`config.mk`:
```
export PLATFORM = sky130hd
export DESIGN_NAME = cr_write_sched_flat
export DESIGN_NICKNAME = d
export VERILOG_FILES = /design/src/rtl/cr_write_sched_if.sv /design/src/rtl/cr_write_sched.sv /design/src/flat_wrapper.sv
export SDC_FILE = /design/constraint.sdc
export NUM_CORES = 1
export LEC_CHECK = 0
export CAP_MARGIN = 20
export CORE_MARGIN = 3
export CORE_UTILIZATION = 28
export CTS_CLUSTER_SIZE = 14
export DETAILED_ROUTE_END_ITERATION = 6
export GPL_TIMING_DRIVEN = 0
export HOLD_SLACK_MARGIN = 0.05
export PLACE_DENSITY = 0.65
export SETUP_SLACK_MARGIN = 0.05
export SLEW_MARGIN = 10
export SYNTH_ARGS = -nofsm -noshare
export SYNTH_HDL_FRONTEND = slang
export SYNTH_SLANG_ARGS = --single-unit
export TNS_END_PERCENT = 10
```
`constraint.sdc`:
```
create_clock -name clk -period 8.8 [get_ports clk]
set_clock_uncertainty 0.05 [all_clocks]
set_input_delay 1.76 -clock clk [delete_from_list [all_inputs] [get_ports clk]]
set_output_delay 1.76 -clock clk [all_outputs]
set_load 0.02 [all_outputs]
```
`src/rtl/cr_write_sched_if.sv`:
```
// cr_write_sched_if: requester handshake and CR write-port bundle for the CR write scheduler
interface cr_write_sched_if #(
  parameter int NREQ     = 3,
  parameter int CR_WIDTH = 32,
  parameter int NFIELD   = 8
);
  logic [NREQ-1:0]          req_valid;
  logic [NREQ-1:0]          req_ready;
  logic [NREQ*NFIELD-1:0]   req_mask;
  logic [NREQ*CR_WIDTH-1:0] req_data;
  logic [CR_WIDTH-1:0]      cr_rd;
  logic                     cr_wr;
  logic [CR_WIDTH-1:0]      cr_wd;
  modport master (output req_valid, req_mask, req_data, cr_rd, input req_ready, cr_wr, cr_wd);
  modport slave  (input req_valid, req_mask, req_data, cr_rd, output req_ready, cr_wr, cr_wd);
endinterface

```
`src/rtl/cr_write_sched.sv`:
```
// cr_write_sched: rotating-priority merge of non-overlapping CR field updates onto one write port
module cr_write_sched #(
  parameter int NREQ     = 3,
  parameter int CR_WIDTH = 32,
  parameter int NFIELD   = 8
) (
  input  logic               clk,
  input  logic               rst_n,
  input  logic               hold_i,
  cr_write_sched_if.slave    bus,
  output logic [NFIELD-1:0]  field_busy_o,
  output logic [15:0]        conflict_cnt_o
);
  localparam int PW = (NREQ > 1) ? $clog2(NREQ) : 1;

  logic [PW-1:0]       ptr_q, ptr_d;
  logic                stg_v_q;
  logic [NFIELD-1:0]   stg_mask_q, acc;
  logic [CR_WIDTH-1:0] stg_data_q, data_d;
  logic [15:0]         cnt_q, cnt_d;
  logic [NREQ-1:0]     gnt;
  logic                first, deny;
  logic [PW:0]         sum;
  logic [PW-1:0]       idx;
  logic [NFIELD-1:0]   mask_a [NREQ];
  logic [CR_WIDTH-1:0] data_a [NREQ];

  function automatic logic [CR_WIDTH-1:0] expand(input logic [NFIELD-1:0] m);
    logic [CR_WIDTH-1:0] e;
    e = '0;
    for (int f = 0; f < NFIELD; f++) e[4*f +: 4] = {4{m[f]}};
    return e;
  endfunction

  for (genvar r = 0; r < NREQ; r++) begin : g_unpack
    assign mask_a[r] = bus.req_mask[r*NFIELD +: NFIELD];
    assign data_a[r] = bus.req_data[r*CR_WIDTH +: CR_WIDTH];
  end

  // Walk requesters from ptr, granting each whose fields don't collide with earlier grants
  always_comb begin
    gnt    = '0;
    acc    = '0;
    data_d = '0;
    ptr_d  = ptr_q;
    first  = 1'b0;
    sum    = '0;
    idx    = '0;
    for (int k = 0; k < NREQ; k++) begin
      sum = {1'b0, ptr_q} + (PW+1)'(k);
      idx = (sum >= (PW+1)'(NREQ)) ? PW'(sum - (PW+1)'(NREQ)) : PW'(sum);
      if (rst_n && !hold_i && bus.req_valid[idx] && (mask_a[idx] & acc) == '0) begin
        gnt[idx] = 1'b1;
        acc      = acc | mask_a[idx];
        data_d   = data_d | (data_a[idx] & expand(mask_a[idx]));
        ptr_d    = first ? ptr_d : ((idx == PW'(NREQ-1)) ? '0 : idx + 1'b1);
        first    = 1'b1;
      end
    end
    deny  = !hold_i && |(bus.req_valid & ~gnt);
    cnt_d = (deny && cnt_q != 16'hFFFF) ? cnt_q + 16'd1 : cnt_q;
  end

  // Stage the merged grant set, advance the pointer and count denied cycles
  always_ff @(posedge clk or negedge rst_n) begin
    if (!rst_n) begin
      ptr_q      <= '0;
      stg_v_q    <= 1'b0;
      stg_mask_q <= '0;
      stg_data_q <= '0;
      cnt_q      <= '0;
    end else begin
      ptr_q      <= ptr_d;
      stg_v_q    <= |gnt;
      stg_mask_q <= acc;
      stg_data_q <= data_d;
      cnt_q      <= cnt_d;
    end
  end

  assign bus.req_ready   = gnt;
  assign bus.cr_wr       = stg_v_q & |stg_mask_q;
  assign bus.cr_wd       = (bus.cr_rd & ~expand(stg_mask_q)) | stg_data_q;
  assign field_busy_o    = stg_v_q ? stg_mask_q : '0;
  assign conflict_cnt_o  = cnt_q;
endmodule

```
`src/flat_wrapper.sv`:
```
// flat-port wrapper written by rule: the top's interface ports become plain ports
module cr_write_sched_flat 
#(
  parameter int NREQ     = 3,
  parameter int CR_WIDTH = 32,
  parameter int NFIELD   = 8
)
  (clk, rst_n, hold_i, field_busy_o, conflict_cnt_o, bus_req_valid, bus_req_mask, bus_req_data, bus_cr_rd, bus_req_ready, bus_cr_wr, bus_cr_wd);
  cr_write_sched_if #(.NREQ(NREQ), .CR_WIDTH(CR_WIDTH), .NFIELD(NFIELD)) bus_i ();
  input  logic clk;
  input  logic rst_n;
  input  logic hold_i;
  output logic [NFIELD-1:0] field_busy_o;
  output logic [15:0] conflict_cnt_o;
  input wire logic [$bits(bus_i.req_valid)-1:0] bus_req_valid;
  input wire logic [$bits(bus_i.req_mask)-1:0] bus_req_mask;
  input wire logic [$bits(bus_i.req_data)-1:0] bus_req_data;
  input wire logic [$bits(bus_i.cr_rd)-1:0] bus_cr_rd;
  output wire logic [$bits(bus_i.req_ready)-1:0] bus_req_ready;
  output wire logic [$bits(bus_i.cr_wr)-1:0] bus_cr_wr;
  output wire logic [$bits(bus_i.cr_wd)-1:0] bus_cr_wd;
  assign bus_i.req_valid = bus_req_valid;
  assign bus_i.req_mask = bus_req_mask;
  assign bus_i.req_data = bus_req_data;
  assign bus_i.cr_rd = bus_cr_rd;
  assign bus_req_ready = bus_i.req_ready;
  assign bus_cr_wr = bus_i.cr_wr;
  assign bus_cr_wd = bus_i.cr_wd;
  cr_write_sched #(.NREQ(NREQ), .CR_WIDTH(CR_WIDTH), .NFIELD(NFIELD)) u_core (.clk(clk), .rst_n(rst_n), .hold_i(hold_i), .bus(bus_i), .field_busy_o(field_busy_o), .conflict_cnt_o(conflict_cnt_o));
endmodule
```
==> results.txt, run 1 <==
----------------------------------------------------
[Floorplanning]
  Width of the chip ... 156 µm
  Floorplan die area ... 0.0243 mm²
  Total I/O pin count ... 218
  Initial core utilization ... 28.6%
  Chip height ... 156 µm
  Core region area ... 0.0220 mm²
  FP Rows ... 54

[Clocking]
  Post-CTS setup buffers ... 0
  Clock-pin slew on the worst setup and hold paths ... 0.05 ns
  Hold buffer count at cts ... 0
  H-tree depth ... 3
  CTS tree ... yes
  Number of buffers inserted during clock tree synthesis ... 9
  Post-CTS sizing ... 0
  Clock root buffer ... sky130_fd_sc_hd__clkbuf_16
  Clock insertion delay at the later pin of the skew report ... 0.35 ns
  Sinks on the clock net ... 59
  Number of buffers on the longest clock path ... 2

[Final layout]
  Area growth from synthesis to final layout ... 45.7%
  Fraction of layout instances using a drive strength above 1 ... 4.76%
  Net total in the final layout ... 1271
  Number of filler instances in the final layout ... 2224
  End-of-flow core utilization ... 41.7%

[Outcome]
  Outcome ... finished clean

[Drt]
  Avg Vias per Cell ... 5.63
  DR pass1 iterations ... 5
  Initial drt markers ... 938
  Residual antenna-violating net count after detailed routing ... 0
  Routed vias ... 7850
  Post-route DRC violation count ... 0
  Routed wire length per instance ... 20.0 µm
  Post-detailed-routing wire length ... 27900 µm

[Logic synthesis]
  Fraction of post-synthesis cell area in the top cell type by area ... 23.5%
  Mean instance size in the synthesized netlist ... 7.15 µm²
  Net count of the mapped netlist ... 1042
  Part of the Yosys area used for sequential elements ... 23.5%
  FFs w/ async S/R, synth ... 100%
  Most instantiated flip-flop cell in the synthesis netlist ... sky130_fd_sc_hd__dfrtp_1
  Flop and latch count out of synthesis ... 59
  Post-Synthesis Cells ... 879
  Syn Std Cell Area ... 0.00628 mm²
  Number of enable-type register cells in the synthesized netlist ... 0
  Distinct cell type count of the synthesized netlist ... 65
  Number of synthesis warnings ... 0
  Leading cell types by total area after synthesis ... sky130_fd_sc_hd__dfrtp_1 (24%), sky130_fd_sc_hd__a21oi_1 (11%), sky130_fd_sc_hd__mux2i_1 (7.3%)
  Cell taking the most area after synthesis ... sky130_fd_sc_hd__dfrtp_1

[STA]
  Number of slew-limit violations in the final report ... 0
  Period Utilization, post-route ... 78.7%
  Final count of hold timing violations ... 0
  Worst slew slack as a fraction of its limit ... 34.3%
  Summed negative setup slack over all endpoints ... 0 ns
  Setup repair after global routing missed its margin ... false
  Max frequency ... 0.144 GHz
  Crit path setup slack, layout ... 1.87 ns
  Final setup viols ... 0
  Min Tclk post-route ... 6.93 ns
  Transition at the pin with the smallest max-transition slack ... 0.980 ns

[Worst setup path]
  Worst setup slack for register-to-register paths ... 4.80 ns
  Req. time, crit path ... 6.99 ns
  Endpoint arrival time on the critical path ... 5.12 ns
  Maximum fanout encountered on the critical timing path ... 10
  Crit Path Category ... input port to output pin
  Crit. End Element ... output pin
  CP Launch Type ... input port

[Place]
  Post-detailed-placement half-perimeter wirelength ... 21400 µm
  Routability Congestion ... 0.924
  Minimum setup slack after placement ... 1.96 ns
  Input/output buffers ... 217

[Hold path]
  Class of the tightest hold or removal check ... flip-flop to flip-flop

[Power]
  Final total power ... 2.77 mW
  Ratio of total power to cell area ... 303 mW/mm²
  Worst IR Drop VDD ... 0.115 mV
  Static power due to leakage ... 3.69 nW

[GRT]
  Routing usage on met2 ... 34.3%
  Global Route Usage Sum ... 22.0%
  Met1 Resource Use GR ... 30.1%
  Global-route wire length before repair ... 42400 µm
  Remaining global-route overflow ... 0
  Most crowded layer after global routing ... met2
  Via count of the first global-routing pass ... 7416
  Number of antenna violations at the first check in global routing ... 1
  Met3 layer usage reported by global route ... 4.22%
  Largest net degree at the start of global routing ... 50

[Flow run]
  Max Cap Violations ... 0

----------------------------------------------------
## cell type report
| class | instances | area [µm²] | area share [%] |
|---|---|---|---|
| repair buffers | 218 | 2200 | 24.0 |
| flip-flops and latches | 59 | 1480 | 16.1 |
| well taps | 280 | 350 | 3.83 |
| plain buffers | 60 | 293 | 3.20 |
| clock inverters | 4 | 73.8 | 0.807 |
| clock buffers | 12 | 246 | 2.69 |
| diodes | 1 | 2.50 | 0.0273 |
| inverters | 32 | 120 | 1.31 |
| multi-input cells | 728 | 4390 | 48.0 |
## registers in the layout, indices dropped and copies added, names as in the netlist
signal	count
u_core.conflict_cnt_o	16
u_core.stg_v_q	1
u_core.ptr_q	2
u_core.stg_data_q	32
u_core.stg_mask_q	8
## cells in the final DEF (no fill, tap or decap), drive strengths merged, types with 6 or more instances in the layout
master | synthesis | layout
inv | 32 | 32
mux2i | 46 | 46
nand2b | 14 | 14
nor4 | 6 | 6
a221oi | 13 | 13
nand2 | 87 | 87
nor2b | 43 | 43
and2 | 13 | 13
a211oi | 10 | 10
nand3 | 23 | 23
dfrtp | 59 | 59
and3 | 6 | 6
xnor2 | 12 | 12
a21oi | 143 | 143
buf | 27 | 29
clkbuf | 33 | 45
or3b | 7 | 7
clkdlybuf4s50 | 0 | 216
a21o | 33 | 33
o21ai | 79 | 79
a221o | 32 | 32
nor3 | 6 | 6
nor2 | 103 | 103
## logic make-up (layout without fill, tap and decap cells)
| family | Yosys count | count (layout) | synth area share [%] |
|---|---|---|---|
| AND/OR/NAND/NOR | 321 | 321 | 24.7 |
| adder cells (fa/ha/maj) | 5 | 5 | 0.996 |
| multiplexers | 49 | 49 | 7.87 |
| XOR/XNOR | 12 | 12 | 1.67 |
| flip-flops | 59 | 59 | 23.5 |
| AO/OA/AOI/OAI | 341 | 341 | 34.7 |
| other | 0 | 1 | 0 |
| buffers and inverters | 92 | 326 | 6.57 |
## Yosys cell counts, types with 4 or more instances
master	number
sky130_fd_sc_hd__a211oi_1	9
sky130_fd_sc_hd__a21o_1	33
sky130_fd_sc_hd__a21oi_1	143
sky130_fd_sc_hd__a221o_1	32
sky130_fd_sc_hd__a221oi_1	11
sky130_fd_sc_hd__a22oi_1	5
sky130_fd_sc_hd__and2_1	12
sky130_fd_sc_hd__and3_1	6
sky130_fd_sc_hd__buf_1	8
sky130_fd_sc_hd__buf_2	9
sky130_fd_sc_hd__buf_4	5
sky130_fd_sc_hd__buf_6	5
sky130_fd_sc_hd__clkbuf_1	33
sky130_fd_sc_hd__dfrtp_1	59
sky130_fd_sc_hd__ha_1	5
sky130_fd_sc_hd__inv_1	32
sky130_fd_sc_hd__mux2i_1	46
sky130_fd_sc_hd__nand2_1	87
sky130_fd_sc_hd__nand2b_1	13
sky130_fd_sc_hd__nand3_1	22
sky130_fd_sc_hd__nand4_1	4
sky130_fd_sc_hd__nor2_1	103
sky130_fd_sc_hd__nor2b_1	42
sky130_fd_sc_hd__nor3_1	5
sky130_fd_sc_hd__nor4_1	5
sky130_fd_sc_hd__o21ai_0	77
sky130_fd_sc_hd__or3b_2	4
sky130_fd_sc_hd__xnor2_1	12
## where the power goes
part | leakage, nW | total, mW | internal [mW] | switching, mW
combinational | 2.74 | 1.97 | 0.771 | 1.20
clock | 0.157 | 0.387 | 0.256 | 0.131
sequential | 0.796 | 0.411 | 0.347 | 0.0646
total | 3.69 | 2.77 | 1.37 | 1.40
## worst paths after layout
| kind | start | to | cells after the start |
|---|---|---|---|
| worst max-delay path | bus_req_mask[17] | bus_req_ready[0] | 11 |
| worst min-delay path | u_core.conflict_cnt_o[5] | u_core.conflict_cnt_o[5] | 1 |
| worst max register to register | u_core.ptr_q[0] | u_core.stg_data_q[16] | 13 |
| worst min register to register | u_core.conflict_cnt_o[5] | u_core.conflict_cnt_o[5] | 1 |
| max in group asynchronous | rst_n | u_core.conflict_cnt_o[5] | 2 |
| min in group asynchronous | rst_n | u_core.stg_data_q[19] | 1 |
## worst max-delay path, cell delays in order
cell,delay [ns]
sky130_fd_sc_hd__clkdlybuf4s50_1,0.63
sky130_fd_sc_hd__inv_1,0.17
sky130_fd_sc_hd__a221oi_1,0.42
sky130_fd_sc_hd__nor3_1,0.21
sky130_fd_sc_hd__a2111oi_4,0.35
sky130_fd_sc_hd__nor3_2,0.11
sky130_fd_sc_hd__and2_4,0.18
sky130_fd_sc_hd__nand2b_2,0.21
sky130_fd_sc_hd__buf_4,0.20
sky130_fd_sc_hd__o211ai_1,0.20
sky130_fd_sc_hd__clkdlybuf4s50_1,0.66
## per-layer routing
layer	routed length (µm)	part of all wire (%)	vias to the layer above
met5	0	0	-
met4	1010	3.6	0
met3	2600	9.3	64
met2	12600	45	491
met1	11700	42	3658
li1	-	-	3637
## metrics by stage
stage / instances / cell area, µm² / hold WS [ns]
after global placement: 1376 / 8800 / 0.433
final: 1394 / 9150 / 0.435
after floorplan: 879 / 6280 / 0.543
after CTS: 1393 / 9150 / 0.441
after global routing: 1394 / 9150 / 0.472
after detailed placement: 1377 / 8830 / 0.429
No activity file was read; power rests on OpenSTA's default activity.
==> run 2, diff against run 1 <==
==> constraint.sdc (replaced) <==
create_clock -name clk -period 6.5 [get_ports clk]
set_clock_uncertainty 0.05 [all_clocks]
set_input_delay 1.3 -clock clk [delete_from_list [all_inputs] [get_ports clk]]
set_output_delay 1.3 -clock clk [all_outputs]
set_load 0.02 [all_outputs]
==> results of run 2 <==
The final DEF is identical to that of run 1. Status: finished clean.
Main changes from that run: setup slack after placement 1.96 ns -> 0.579 ns; setup slack after layout 1.87 ns -> 0.492 ns; register-to-register setup slack 4.80 ns -> 2.50 ns; total power 2.77 mW -> 3.75 mW; worst IR drop on VDD 0.115 mV -> 0.156 mV
